**config.mk**
```make
export PLATFORM = sky130hd
export DESIGN_NAME = afe_spi_writer
export DESIGN_NICKNAME = d
export VERILOG_FILES = /design/src/rtl/afe_spi_pkg.sv /design/src/rtl/afe_spi_tick.sv /design/src/rtl/afe_spi_writer.sv
export SDC_FILE = /design/constraint.sdc
export NUM_CORES = 1
export LEC_CHECK = 0
export BUFFER_PORTS_ARGS = -buffer_cell sky130_fd_sc_hd__buf_2
export CORE_ASPECT_RATIO = 1.1
export CORE_MARGIN = 4
export CORE_UTILIZATION = 35
export CTS_CLUSTER_SIZE = 28
export DETAILED_ROUTE_END_ITERATION = 16
export SETUP_SLACK_MARGIN = 0.4
export SLEW_MARGIN = 0
export SYNTH_ARGS = -nofsm -noshare
export SYNTH_HDL_FRONTEND = slang
export SYNTH_SLANG_ARGS = --single-unit
```
**constraint.sdc**
```tcl
create_clock -name sysClk -period 4.3 [get_ports sysClk]
set_clock_uncertainty 0.05 [all_clocks]
set_input_delay 0.645 -clock sysClk [delete_from_list [all_inputs] [get_ports sysClk]]
set_output_delay 0.645 -clock sysClk [all_outputs]
set_load 0.02 [all_outputs]
```
**src/rtl/afe_spi_pkg.sv**
```systemverilog
// Shared types and elaboration-time helpers for the AFE SPI writer.
package afe_spi_pkg;

  typedef enum logic [2:0] {
    ST_IDLE,
    ST_SHIFT,
    ST_GAP,
    ST_LATCH,
    ST_GUARD
  } state_t;

  // Half SPI period in sysClk cycles: ceil(clk / (2*spi)), never below 1.
  function automatic int half_div(input longint clk_rate, input longint spi_rate);
    longint h;
    h = (clk_rate + 2 * spi_rate - 1) / (2 * spi_rate);
    if (h < 1) h = 1;
    return int'(h);
  endfunction

  // Bits needed to index n items, with a floor of one bit (channel select, counters).
  function automatic int clog2_min1(input int n);
    return (n > 1) ? $clog2(n) : 1;
  endfunction

endpackage

```
**src/rtl/afe_spi_tick.sv**
```systemverilog
// Half-period divider: one-cycle tick every HALF_DIV cycles, restarted from zero by i_clear.
module afe_spi_tick
  import afe_spi_pkg::*;
#(
  parameter int HALF_DIV = 1
) (
  input  logic sysClk,
  input  logic sysReset,
  input  logic i_clear,
  output logic o_tick
);

  localparam int CNT_W = clog2_min1(HALF_DIV);
  localparam logic [CNT_W-1:0] LAST = CNT_W'(HALF_DIV - 1);

  logic [CNT_W-1:0] r_cnt;

  assign o_tick = (r_cnt == LAST);

  // NOTE: non-blocking assignments so every flop samples pre-edge values regardless of block order.
  always_ff @(posedge sysClk) begin
    if (sysReset || i_clear) begin
      r_cnt <= '0;
    end else if (o_tick) begin
      r_cnt <= '0;
    end else begin
      r_cnt <= r_cnt + 1'b1;
    end
  end

endmodule

```
**src/rtl/afe_spi_writer.sv**
```systemverilog
// Write-only 3-wire AFE SPI serialiser with latch pulse, one bus selected per command.
// Optional per-bus shadow of the last latched word when AFE_SPI_SHADOW_EN is defined.
module afe_spi_writer
  import afe_spi_pkg::*;
#(
  parameter int CLK_RATE      = 99999001,
  parameter int SPI_RATE      = 1000000,
  parameter int DATA_WIDTH    = 16,
  parameter int CHANNEL_COUNT = 2,
  localparam int CW           = clog2_min1(CHANNEL_COUNT)
) (
  input  logic                     sysClk,
  input  logic                     sysReset,
  input  logic                     cmdValid,
  output logic                     cmdReady,
  input  logic [CW-1:0]            cmdChannel,
  input  logic [DATA_WIDTH-1:0]    cmdData,
  output logic                     cmdError,
  output logic                     busy,
  output logic [CHANNEL_COUNT-1:0] AFE_SPI_CLK,
  output logic [CHANNEL_COUNT-1:0] AFE_SPI_SDI,
  output logic [CHANNEL_COUNT-1:0] AFE_SPI_LE
`ifdef AFE_SPI_SHADOW_EN
  ,
  output logic [CHANNEL_COUNT*DATA_WIDTH-1:0] shadowData
`endif
);

  localparam int H_DIV = half_div(CLK_RATE, SPI_RATE);
  localparam int BW    = clog2_min1(DATA_WIDTH);
  localparam logic [CW:0]   CH_LIMIT = (CW + 1)'(CHANNEL_COUNT);
  localparam logic [BW-1:0] LAST_BIT = BW'(DATA_WIDTH - 1);

  state_t                r_state;
  state_t                w_state_next;
  logic [CW-1:0]         r_chan;
  logic [DATA_WIDTH-1:0] r_shift;
  logic [BW-1:0]         r_bit;
  logic                  r_phase;
  logic                  r_error;

  logic w_tick;
  logic w_clear;
  logic w_accept;
  logic w_bad_chan;
  logic w_start;
  logic w_clk;
  logic w_sdi;
  logic w_le;

  assign cmdReady   = (r_state == ST_IDLE) & ~sysReset;
  assign busy       = (r_state != ST_IDLE) & ~sysReset;
  assign cmdError   = r_error;
  assign w_accept   = cmdValid & cmdReady;
  assign w_bad_chan = ({1'b0, cmdChannel} >= CH_LIMIT);
  assign w_start    = w_accept & ~w_bad_chan;
  // Divider restarts on every state entry so each phase lasts exactly H_DIV cycles.
  assign w_clear    = (r_state == ST_IDLE) | (w_state_next != r_state);

  afe_spi_tick #(.HALF_DIV(H_DIV)) u_tick (
    .sysClk  (sysClk),
    .sysReset(sysReset),
    .i_clear (w_clear),
    .o_tick  (w_tick)
  );

  // NOTE: every always_comb output gets a default first, so no path can infer a latch.
  always_comb begin
    w_state_next = r_state;
    case (r_state)
      ST_IDLE:  if (w_start) w_state_next = ST_SHIFT;
      ST_SHIFT: if (w_tick && r_phase && (r_bit == LAST_BIT)) w_state_next = ST_GAP;
      ST_GAP:   if (w_tick) w_state_next = ST_LATCH;
      ST_LATCH: if (w_tick) w_state_next = ST_GUARD;
      ST_GUARD: if (w_tick) w_state_next = ST_IDLE;
      default:  w_state_next = ST_IDLE;
    endcase
  end

  always_ff @(posedge sysClk) begin
    if (sysReset) begin
      r_state <= ST_IDLE;
      r_chan  <= '0;
      r_shift <= '0;
      r_bit   <= '0;
      r_phase <= 1'b0;
      r_error <= 1'b0;
    end else begin
      r_state <= w_state_next;
      r_error <= w_accept & w_bad_chan;
      if (w_start) begin
        r_chan  <= cmdChannel;
        r_shift <= cmdData;
        r_bit   <= '0;
        r_phase <= 1'b0;
      end else if ((r_state == ST_SHIFT) && w_tick) begin
        r_phase <= ~r_phase;
        if (r_phase) begin
          // Last bit stays in the MSB so SDI holds it through GAP.
          if (r_bit == LAST_BIT) begin
            r_bit <= '0;
          end else begin
            r_bit   <= r_bit + 1'b1;
            r_shift <= r_shift << 1;
          end
        end
      end
    end
  end

  always_comb begin
    w_clk = 1'b0;
    w_sdi = 1'b0;
    w_le  = 1'b0;
    case (r_state)
      ST_SHIFT: begin
        w_clk = r_phase;
        w_sdi = r_shift[DATA_WIDTH-1];
      end
      ST_GAP:   w_sdi = r_shift[DATA_WIDTH-1];
      ST_LATCH: w_le  = 1'b1;
      default:  ;
    endcase
  end

  always_comb begin
    AFE_SPI_CLK = '0;
    AFE_SPI_SDI = '0;
    AFE_SPI_LE  = '0;
    for (int i = 0; i < CHANNEL_COUNT; i++) begin
      if (r_chan == CW'(i)) begin
        AFE_SPI_CLK[i] = w_clk;
        AFE_SPI_SDI[i] = w_sdi;
        AFE_SPI_LE[i]  = w_le;
      end
    end
  end

`ifdef AFE_SPI_SHADOW_EN
  logic [DATA_WIDTH-1:0]               r_word;
  logic [CHANNEL_COUNT*DATA_WIDTH-1:0] r_shadow;

  // NOTE: the shadow bank is reset because its contents are visible to software right after reset.
  always_ff @(posedge sysClk) begin
    if (sysReset) begin
      r_word   <= '0;
      r_shadow <= '0;
    end else begin
      if (w_start) r_word <= cmdData;
      if ((r_state == ST_LATCH) && w_tick) begin
        r_shadow[int'(r_chan)*DATA_WIDTH +: DATA_WIDTH] <= r_word;
      end
    end
  end

  assign shadowData = r_shadow;
`endif

endmodule

```
==> reports/qor.csv <==
metric;value;unit
min_path_type;reg2reg;
ys_async_sr_fraction;0;%
max_freq;0.410;GHz
tightest_slew;779;ps
antenna_found_initial;0;
start_kind;flip-flop;
die_h;79.7;um
synth_edf_count;0;
clockBufferDepth;2;
ys_warn_count;0;
synth.cell_area;1640;sq um
synth_area_leader_cell;dfxtp_1;
drtPass1Iterations;4;
rows;25;
ys_types;37;
powerDensity;326;nW/um^2
multi_input_area;917;sq um
crit_type;reg2reg;
cts_setup_buffers;0;
grt-ovfl-total;0;
drt-total-wl;3340;um
die_w;73.2;um
grt_pass1_wl;5860;um
peakVddDrop;0.221;mV
r2r-end;r_shift[6];
syn2layout_area_growth;12.4;%
yosysMostFrequentCell;nor2_1;
root_buffer;clkbuf_8;
cp_top_family;simple AND/OR/NAND/NOR gates;
status;complete, no violations;
crit_arrival;2560;ps
synth.top_cell.area_share;37.9;%
gp_congestion;0.705;
grt_use_total;12.7;%
viasPerCell;5.32;
io_pins;29;
port_buffers;27;
setup_tns;0;ps
max_slew_margin;48.1;%
clkLatencyLatePin;280;ps
h-tree-depth;2;
seq_area_frac_synth;37.9;%
min_from;u_tick.r_cnt[0];
synth_nets;207;
drive_above_1_share;26.0;%
min_period;2440;ps
cts_repair_resize_count;0;
drtIter0Drc;72;
post-route-drc-count;0;
design.core.area;4410;sq um
cpPeakStageDelay;890;ps
vias;1373;
dp_hpwl;2290;um
grt_max_degree;33;
fin_crit_sh;56.7;%
synth-seq-cells;31;
synth_top_flop_cell;dfxtp_1;
nNetsFinal;226;
die-area;5840;sq um
cts_tree;built;
crit_path_end_kind;flip-flop;
min_delay_path_depth;1;
timing.rr.start;r_state[1];
grt_pass1_vias;1318;
hold_viol_final;0;
cts_sinks;31;
max_cap_violations;0;
r2r_cells;4;
syn_area_per_cell;8.90;sq um
setup_viol;0;
crit_fanout;32;
n_fill_cell;455;
dp_cells;250;
crit_chain;or4b_1 -> nor2_8 -> nor2_1 -> a2111oi_2;
hold_end;u_tick.r_cnt[0];
ff2ff_setup_slack;1860;ps
cts_made_buffers;5;
start_util;37.1;%
cts_hold_buf;0;
seq_area;621;sq um
netlist_top_cells_count;nor2_1 (45), dfxtp_1 (31), nor3_1 (18);
p_leak;0.686;nW
final_max_slew_viol_count;0;
clk_pin_slew;60;ps
syn_inst;184;
antenna_cells;0;
cp_data_required_time;4430;ps
ys_top_cells_by_area;dfxtp_1 (38%), a2111oi_2 (13%), nor2_1 (10%);
postRouteAntennaNets;0;
wire_per_inst;12.9;um
cp_num_buf_inv;0;
rsz0062_at_grt;no;
slowest_stage;or4b_1;
final_cells;258;
-- report_power, final --
| part | total (mW) | internal (mW) | switching [mW] |
|---|---|---|---|
| clock | 0.217 | 0.113 | 0.104 |
| sequential | 0.307 | 0.299 | 0.00795 |
| combinational | 0.0763 | 0.0316 | 0.0446 |
-- logic make-up after synthesis --
family          count (synthesis)  synth area share, %
compound gates                 26                 17.5
flops                          31                 37.9
simple gates                   95                 30.5
buf+inv                        19                 6.65
mux                             2                 1.22
xor+xnor                        7                 3.74
other cells                     1                0.229
fa+ha+maj                       3                 2.29
-- worst max path at each step --
stage / startpoint / to / slack (ps) / cells past startpoint
2_1_floorplan: sysReset / cmdReady / 2100 / 2
3_3_place_gp: cmdValid / r_shift[14] / 1640 / 5
3_5_place_dp: cmdValid / r_shift[6] / 1610 / 5
4_1_cts: r_state[0] / r_shift[6] / 1820 / 4
5_1_grt: r_state[1] / r_shift[6] / 1640 / 4
6_report: r_state[1] / r_shift[6] / 1860 / 4
-- layout by cell type, fill, tap and decap left out, types with 3 or more instances in the layout --
cell / n
ha_1: 3
and3_1: 4
inv_1: 3
xor2_1: 3
nor4_1: 3
nand2b_1: 4
clkbuf_8: 5
buf_2: 27
nand3_1: 3
a21oi_1: 4
dfxtp_1: 31
nor3_1: 18
nand2_1: 3
nor2_1: 45
a2111oi_2: 14
o21ai_0: 3
xnor2_1: 4
-- cell type report --
| class | count | share of cell area, % |
|---|---|---|
| timing repair buffer | 28 | 7.75 |
| inverter | 3 | 0.612 |
| multi-input combinational | 134 | 49.8 |
| sequential | 31 | 33.7 |
| clock buffer | 7 | 4.15 |
| clock inverter | 1 | 0.272 |
| tap | 54 | 3.67 |
-- per-stage QoR --
step	utilization (%)	setup WS [ps]	power (mW)	area (sq um)	hold WS, ps
final	41.7	1860	0.601	1840	419
after global routing	41.7	1640	0.631	1840	439
after CTS	41.7	1820	0.613	1840	426
after detailed placement	39.9	1610	0.391	1760	413
after global placement	39.9	1640	0.390	1760	399
after floorplan	-	2100	0.376	1640	383
-- flip-flops by register name, summed over array words and instances, names as in the netlist --
register      cells
r_state           3
r_bit             4
r_shift          16
u_tick.r_cnt      6
r_phase           1
r_chan            1
-- per-layer routing --
metal / vias to the layer above / GRT usage (%) / routed length, um
met4: 0 / 4.43 / 39
met1: 645 / 15.0 / 1500
li1: 699 / - / -
met3: 4 / 5.54 / 195
met2: 25 / 20.3 / 1600
met5: - / 0 / 0
Power figures use the tool's default switching activity.
